File: config.mk
export PLATFORM = sky130hd
export DESIGN_NAME = spi_sram_controller
export DESIGN_NICKNAME = d
export VERILOG_FILES = /design/src/rtl/spi_sram_controller.sv
export SDC_FILE = /design/constraint.sdc
export NUM_CORES = 1
export LEC_CHECK = 0
export ABC_CLOCK_PERIOD_IN_PS = 1800
export CAP_MARGIN = 10
export CORE_MARGIN = 4
export CORE_UTILIZATION = 35
export CTS_CLUSTER_SIZE = 14
export DETAILED_ROUTE_END_ITERATION = 10
export HOLD_SLACK_MARGIN = 0.06
export SLEW_MARGIN = 15
export SYNTH_ARGS = -nofsm -noshare
export SYNTH_HDL_FRONTEND = slang
export SYNTH_SLANG_ARGS = --single-unit
File: constraint.sdc
create_clock -name clk_i -period 1.8 [get_ports clk_i]
set_input_delay 0.18 -clock clk_i [delete_from_list [all_inputs] [get_ports clk_i]]
set_output_delay 0.18 -clock clk_i [all_outputs]
set_load 0.01 [all_outputs]
File: src/rtl/spi_sram_controller.sv
// Wishbone B4 classic byte slave that turns each bus cycle into one 40-bit
// SPI READ/WRITE frame ({cmd, addr[23:0], data}) to a 23LC-style serial SRAM.
module spi_sram_controller #(
  parameter int         ADDR_WIDTH = 24,
  parameter logic [7:0] READ_CMD   = 8'h03,
  parameter logic [7:0] WRITE_CMD  = 8'h02
) (
  input  logic                  clk_i,
  input  logic                  rst_i,
  input  logic                  wbs_cyc_i,
  input  logic                  wbs_stb_i,
  input  logic [ADDR_WIDTH-1:0] wbs_adr_i,
  input  logic                  wbs_we_i,
  input  logic [7:0]            wbs_dat_i,
  output logic                  wbs_ack_o,
  output logic                  wbs_err_o,
  output logic                  wbs_rty_o,
  output logic [7:0]            wbs_dat_o,
  output logic                  spi_sck_o,
  output logic                  spi_cs_n_o,
  output logic                  spi_mosi_o,
  input  logic                  spi_miso_i
);

  localparam logic [1:0] ST_IDLE  = 2'd0;
  localparam logic [1:0] ST_SHIFT = 2'd1;
  localparam logic [1:0] ST_DONE  = 2'd2;

  localparam logic [1:0] PH_SETUP = 2'd0;
  localparam logic [1:0] PH_RISE  = 2'd1;
  localparam logic [1:0] PH_FALL  = 2'd2;

  logic [1:0]  state_q, state_d;
  logic [1:0]  phase_q, phase_d;
  logic [5:0]  bit_cnt_q, bit_cnt_d;
  logic [39:0] shift_q, shift_d;
  logic        we_q, we_d;
  logic        abort_q, abort_d;
  logic [7:0]  rd_q, rd_d;
  logic        ack_q, ack_d;
  logic [7:0]  dat_q, dat_d;
  logic        sck_q, sck_d;
  logic        cs_n_q, cs_n_d;
  logic        mosi_q, mosi_d;
  logic [23:0] addr_ext;

  always_comb begin
    addr_ext = '0;
    addr_ext[ADDR_WIDTH-1:0] = wbs_adr_i;
  end

  always_comb begin
    state_d   = state_q;
    phase_d   = phase_q;
    bit_cnt_d = bit_cnt_q;
    shift_d   = shift_q;
    we_d      = we_q;
    abort_d   = abort_q;
    rd_d      = rd_q;
    ack_d     = ack_q;
    dat_d     = dat_q;
    sck_d     = sck_q;
    cs_n_d    = cs_n_q;
    mosi_d    = mosi_q;

    case (state_q)
      ST_IDLE: begin
        ack_d = 1'b0;
        if (wbs_cyc_i && wbs_stb_i && !ack_q) begin
          shift_d   = {wbs_we_i ? WRITE_CMD : READ_CMD, addr_ext,
                       wbs_we_i ? wbs_dat_i : 8'h00};
          we_d      = wbs_we_i;
          abort_d   = 1'b0;
          bit_cnt_d = '0;
          phase_d   = PH_SETUP;
          state_d   = ST_SHIFT;
        end
      end

      ST_SHIFT: begin
        // A dropped cycle still completes the frame so the SRAM never sees a truncated command.
        if (!wbs_cyc_i) abort_d = 1'b1;
        case (phase_q)
          PH_SETUP: begin
            cs_n_d  = 1'b0;
            sck_d   = 1'b0;
            mosi_d  = shift_q[39];
            phase_d = PH_RISE;
          end
          PH_RISE: begin
            sck_d   = 1'b1;
            phase_d = PH_FALL;
          end
          default: begin
            sck_d = 1'b0;
            if (!we_q && bit_cnt_q >= 6'd32) rd_d = {rd_q[6:0], spi_miso_i};
            if (bit_cnt_q == 6'd39) begin
              cs_n_d  = 1'b1;
              mosi_d  = 1'b0;
              state_d = ST_DONE;
              if (!abort_q && wbs_cyc_i) begin
                ack_d = 1'b1;
                if (!we_q) dat_d = {rd_q[6:0], spi_miso_i};
              end
            end else begin
              shift_d   = {shift_q[38:0], 1'b0};
              mosi_d    = shift_q[38];
              bit_cnt_d = bit_cnt_q + 6'd1;
              phase_d   = PH_RISE;
            end
          end
        endcase
      end

      ST_DONE: begin
        ack_d     = 1'b0;
        bit_cnt_d = '0;
        state_d   = ST_IDLE;
      end

      default: state_d = ST_IDLE;
    endcase
  end

  always_ff @(posedge clk_i) begin
    if (rst_i) begin
      state_q   <= ST_IDLE;
      phase_q   <= PH_SETUP;
      bit_cnt_q <= '0;
      shift_q   <= '0;
      we_q      <= 1'b0;
      abort_q   <= 1'b0;
      rd_q      <= '0;
      ack_q     <= 1'b0;
      dat_q     <= 8'h00;
      sck_q     <= 1'b0;
      cs_n_q    <= 1'b1;
      mosi_q    <= 1'b0;
    end else begin
      state_q   <= state_d;
      phase_q   <= phase_d;
      bit_cnt_q <= bit_cnt_d;
      shift_q   <= shift_d;
      we_q      <= we_d;
      abort_q   <= abort_d;
      rd_q      <= rd_d;
      ack_q     <= ack_d;
      dat_q     <= dat_d;
      sck_q     <= sck_d;
      cs_n_q    <= cs_n_d;
      mosi_q    <= mosi_d;
    end
  end

  assign wbs_ack_o  = ack_q;
  assign wbs_err_o  = 1'b0;
  assign wbs_rty_o  = 1'b0;
  assign wbs_dat_o  = dat_q;
  assign spi_sck_o  = sck_q;
  assign spi_cs_n_o = cs_n_q;
  assign spi_mosi_o = mosi_q;

endmodule
==> metrics.md <==
| Metric | Value |
|---|---|
| Post-DP HPWL | 4.94 mm |
| Synth cell types | 46 |
| All-Layer GR Usage | 0.149 |
| Die Ht | 103 microns |
| WS Path Type | reg2reg |
| Post-CTS Hold Buffers | 0 |
| # nets final | 455 |
| FFs w/ async S/R, synth | 0 |
| H-tree levels | 3 |
| R2R depth | 6 |
| Die width | 103 microns |
| Crit start category | flop |
| WL per Instance | 14.2 microns |
| R2R Path Start | bit_cnt_q[0] |
| Setup crit end kind | flop |
| Post-CTS Setup Inserts | 0 |
| Reg2reg end | shift_q[15] |
| Remaining DRCs | 0 |
| Minimum clock period after layout | 1.70 ns |
| Hold_sp | rst_i |
| Pin count of the biggest net entering global routing | 36 |
| CP max stage delay | 0.36 ns |
| Vias in the first global route | 2,725 |
| Post-Syn Area | 3140 sq um |
| Sequential-to-total area share from yosys stat | 0.453 |
| Gr ovfl total | 0 |
| GPL Wtd Cong | 0.780 |
| Clk root buf | clkbuf_8 |
| Final core occ | 0.458 |
| Outcome | completed |
| Core footprint | 8720 sq um |
| Row count | 34 |
| Global-route wire length before repair | 12.6 mm |
| Post-synth EDFFs | 0 |
| Multi-input gate area | 1530 sq um |
| Initial antenna violation count | 0 |
| Via/cell ratio | 5.33 |
| Via count | 2,811 |
| VDD IR max | 0.467 mV |
| Die Area | 10,500 sq um |
| Post-Syn Instances | 368 |
| HP Class | in2reg |
| FMAX | 589 MHz |
| Synth warnings | 0 |
| CTS Buffer Depth | 2 |
| Clock latency on the worst-skew pair | 0.34 ns |
| Worst Hold Path EP | bit_cnt_q[1] |
| Post-Route WL | 7.47 mm |
| Synthesized area per cell | 8.53 sq um |
| Share of layout cells above drive strength 1 | 0.119 |
| Top cell type's share of synthesized area | 0.453 |
| WP data required | 2.04 ns |
| Storage cell area | 1420 sq um |
| Hold Vio Cnt, Final | 0 |
| Fillers | 855 |
| I/O pin total | 52 |
| Setup violators final | 0 |
| CP max FO | 32 |
| Final Max Slew Viols | 0 |
| CTS tree | yes |
| Starting Density | 0.360 |
| Pwr per Cell Area | 822 nW/um^2 |
| Period utilization | 0.944 |
| Leading area contributor after synthesis | dfxtp_1 |
| Area Growth Syn to Fin | 27.4% |
| Hold depth | 3 |
| CP cell instances | ha_1 -> and4bb_4 -> a21oi_4 -> or2_1 -> buf_12 -> a311oi_1 |
| Diodes inserted | 0 |
| Clk pin slew, worst setup/hold paths | 0.07 ns |
| Iteration-0 DRC count of the detailed router | 91 |
| Synth top area cells | dfxtp_1 45%, nand2_1 7.5%, a311oi_1 6.7% |
| Clk_skew | 0.0101 ns |
| Setup tns final | 0 ns |
| Final total power | 3.29 mW |
| TritonCTS Buffers | 9 |
| Place WS | -0.0532 ns |
| Port bufs | 49 |
| RSZ-0062 raised after global routing | yes |
| ANT nets after route | 0 |
| Number of max-cap violations | 0 |
| CP max-delay cell | dfxtp_1 |
| Setup ws final | 0.101 ns |
| DRT Pass-1 Iters | 4 |
| Leakage | 1.40 nW |
| Synth Flop Type | dfxtp_1 |
| FF-to-FF setup slack | 0.10 ns |
| Data arrival time of the critical path | 1.94 ns |
| Clk sinks | 71 |
| Synthesized flop and latch total | 71 |
==> flip-flops by register name (all words and copies together), names as in the netlist <==
| name | flops |
|---|---|
| shift_q | 40 |
| wbs_ack_o | 1 |
| abort_q | 1 |
| spi_mosi_o | 1 |
| spi_sck_o | 1 |
| bit_cnt_q | 6 |
| wbs_dat_o | 8 |
| state_q | 2 |
| we_q | 1 |
| spi_cs_n_o | 1 |
| phase_q | 2 |
| rd_q | 7 |
==> routing by layer <==
layer	track usage	share of wire	vias to the layer above
li1	-	-	1413
met1	0.199	0.48	1346
met2	0.233	0.46	48
met3	0.0447	0.046	4
met4	0.0404	0.0074	0
met5	0	0	-
==> cell usage in the layout, fill, tap and decap left out, types with 2 or more instances in the layout <==
| master | netlist | final |
|---|---|---|
| inv_1 | 6 | 6 |
| nor3_1 | 35 | 35 |
| o21ai_1 | 4 | 4 |
| clkdlybuf4s50_1 | 0 | 48 |
| or3_1 | 2 | 2 |
| a21oi_1 | 22 | 22 |
| a31oi_1 | 6 | 6 |
| and3_1 | 8 | 8 |
| and2_1 | 2 | 2 |
| nor3b_1 | 2 | 2 |
| clkinvlp_4 | 0 | 3 |
| and4bb_1 | 2 | 2 |
| ha_1 | 2 | 2 |
| mux2i_1 | 9 | 9 |
| a211oi_1 | 5 | 5 |
| clkinv_2 | 0 | 2 |
| dfxtp_1 | 71 | 71 |
| buf_4 | 3 | 19 |
| nor2b_1 | 3 | 2 |
| buf_12 | 0 | 3 |
| o21a_1 | 2 | 2 |
| a311o_1 | 2 | 2 |
| clkbuf_8 | 0 | 9 |
| o22ai_1 | 3 | 3 |
| nor2_1 | 16 | 16 |
| o21ai_0 | 4 | 4 |
| a211oi_2 | 4 | 4 |
| conb_1 | 1 | 2 |
| nand2_1 | 63 | 63 |
| nand2b_1 | 6 | 6 |
| a41oi_1 | 3 | 3 |
| nand3_1 | 10 | 10 |
| a311oi_1 | 24 | 23 |
==> what timing repair did <==
| item | in CTS | in global routing |
|---|---|---|
| endpoints found under the setup margin | 1 | 8 |
| pin swaps | 0 | 1 |
| gates resized for setup | 1 | 1 |
==> worst max-delay path by stage <==
stage	from	endpoint	slack (ns)	depth (start not counted)
2_1_floorplan	bit_cnt_q[0]	bit_cnt_q[5]	0.05	6
6_report	bit_cnt_q[0]	shift_q[15]	0.10	6
3_3_place_gp	wbs_stb_i	shift_q[38]	0.03	6
4_1_cts	bit_cnt_q[0]	shift_q[28]	0.04	6
3_5_place_dp	wbs_stb_i	shift_q[28]	-0.05	6
5_1_grt	bit_cnt_q[1]	shift_q[13]	-0.02	6
==> critical path: cells and delay by family (launching register included) <==
kind            cells  cell delay, ns
compound gates      2            0.30
fa+ha+maj           1            0.18
buf+inv             1            0.19
flops               1            0.36
simple gates        2            0.57
==> layout make-up <==
class / instances / area share
clock buffers: 9 / 0.0310
clock inverters: 6 / 0.0157
inverters: 6 / 0.00564
multi-input cells: 255 / 0.383
flip-flops and latches: 71 / 0.356
well taps: 108 / 0.0338
repair buffers: 72 / 0.175
==> cells by family (layout without fill, tap and decap cells) <==
group,count (synthesis),in the layout,share of synthesized area
simple gates,156,156,0.242
fa+ha+maj,2,2,0.00797
buf+inv,43,93,0.0630
flops,71,71,0.453
mux,9,9,0.0287
compound gates,86,86,0.204
other cells,1,2,0.00120
==> cells in the mapped netlist (8+ instances only) <==
library cell  number
dfxtp_1           71
nand2_1           63
nor3_1            35
a311oi_1          24
clkbuf_1          23
a21oi_1           22
nor2_1            16
nand3_1           10
mux2i_1            9
and3_1             8
buf_2              8
==> metrics by stage <==
stage          cell area [sq um]  hold slack (ns)  instances
3_5_place_dp                3800            0.453        512
6_report                    4000            0.274        527
4_1_cts                     3990            0.251        527
5_1_grt                     4000            0.281        527
3_3_place_gp                3800            0.442        512
2_1_floorplan               3140            0.327        369
==> power breakdown <==
| part | total (mW) | switching, mW | internal (mW) |
|---|---|---|---|
| Combinational | 0.396 | 0.195 | 0.201 |
| Clock | 1.22 | 0.591 | 0.626 |
| Sequential | 1.67 | 0.0378 | 1.63 |
Power figures use the tool's default switching activity.
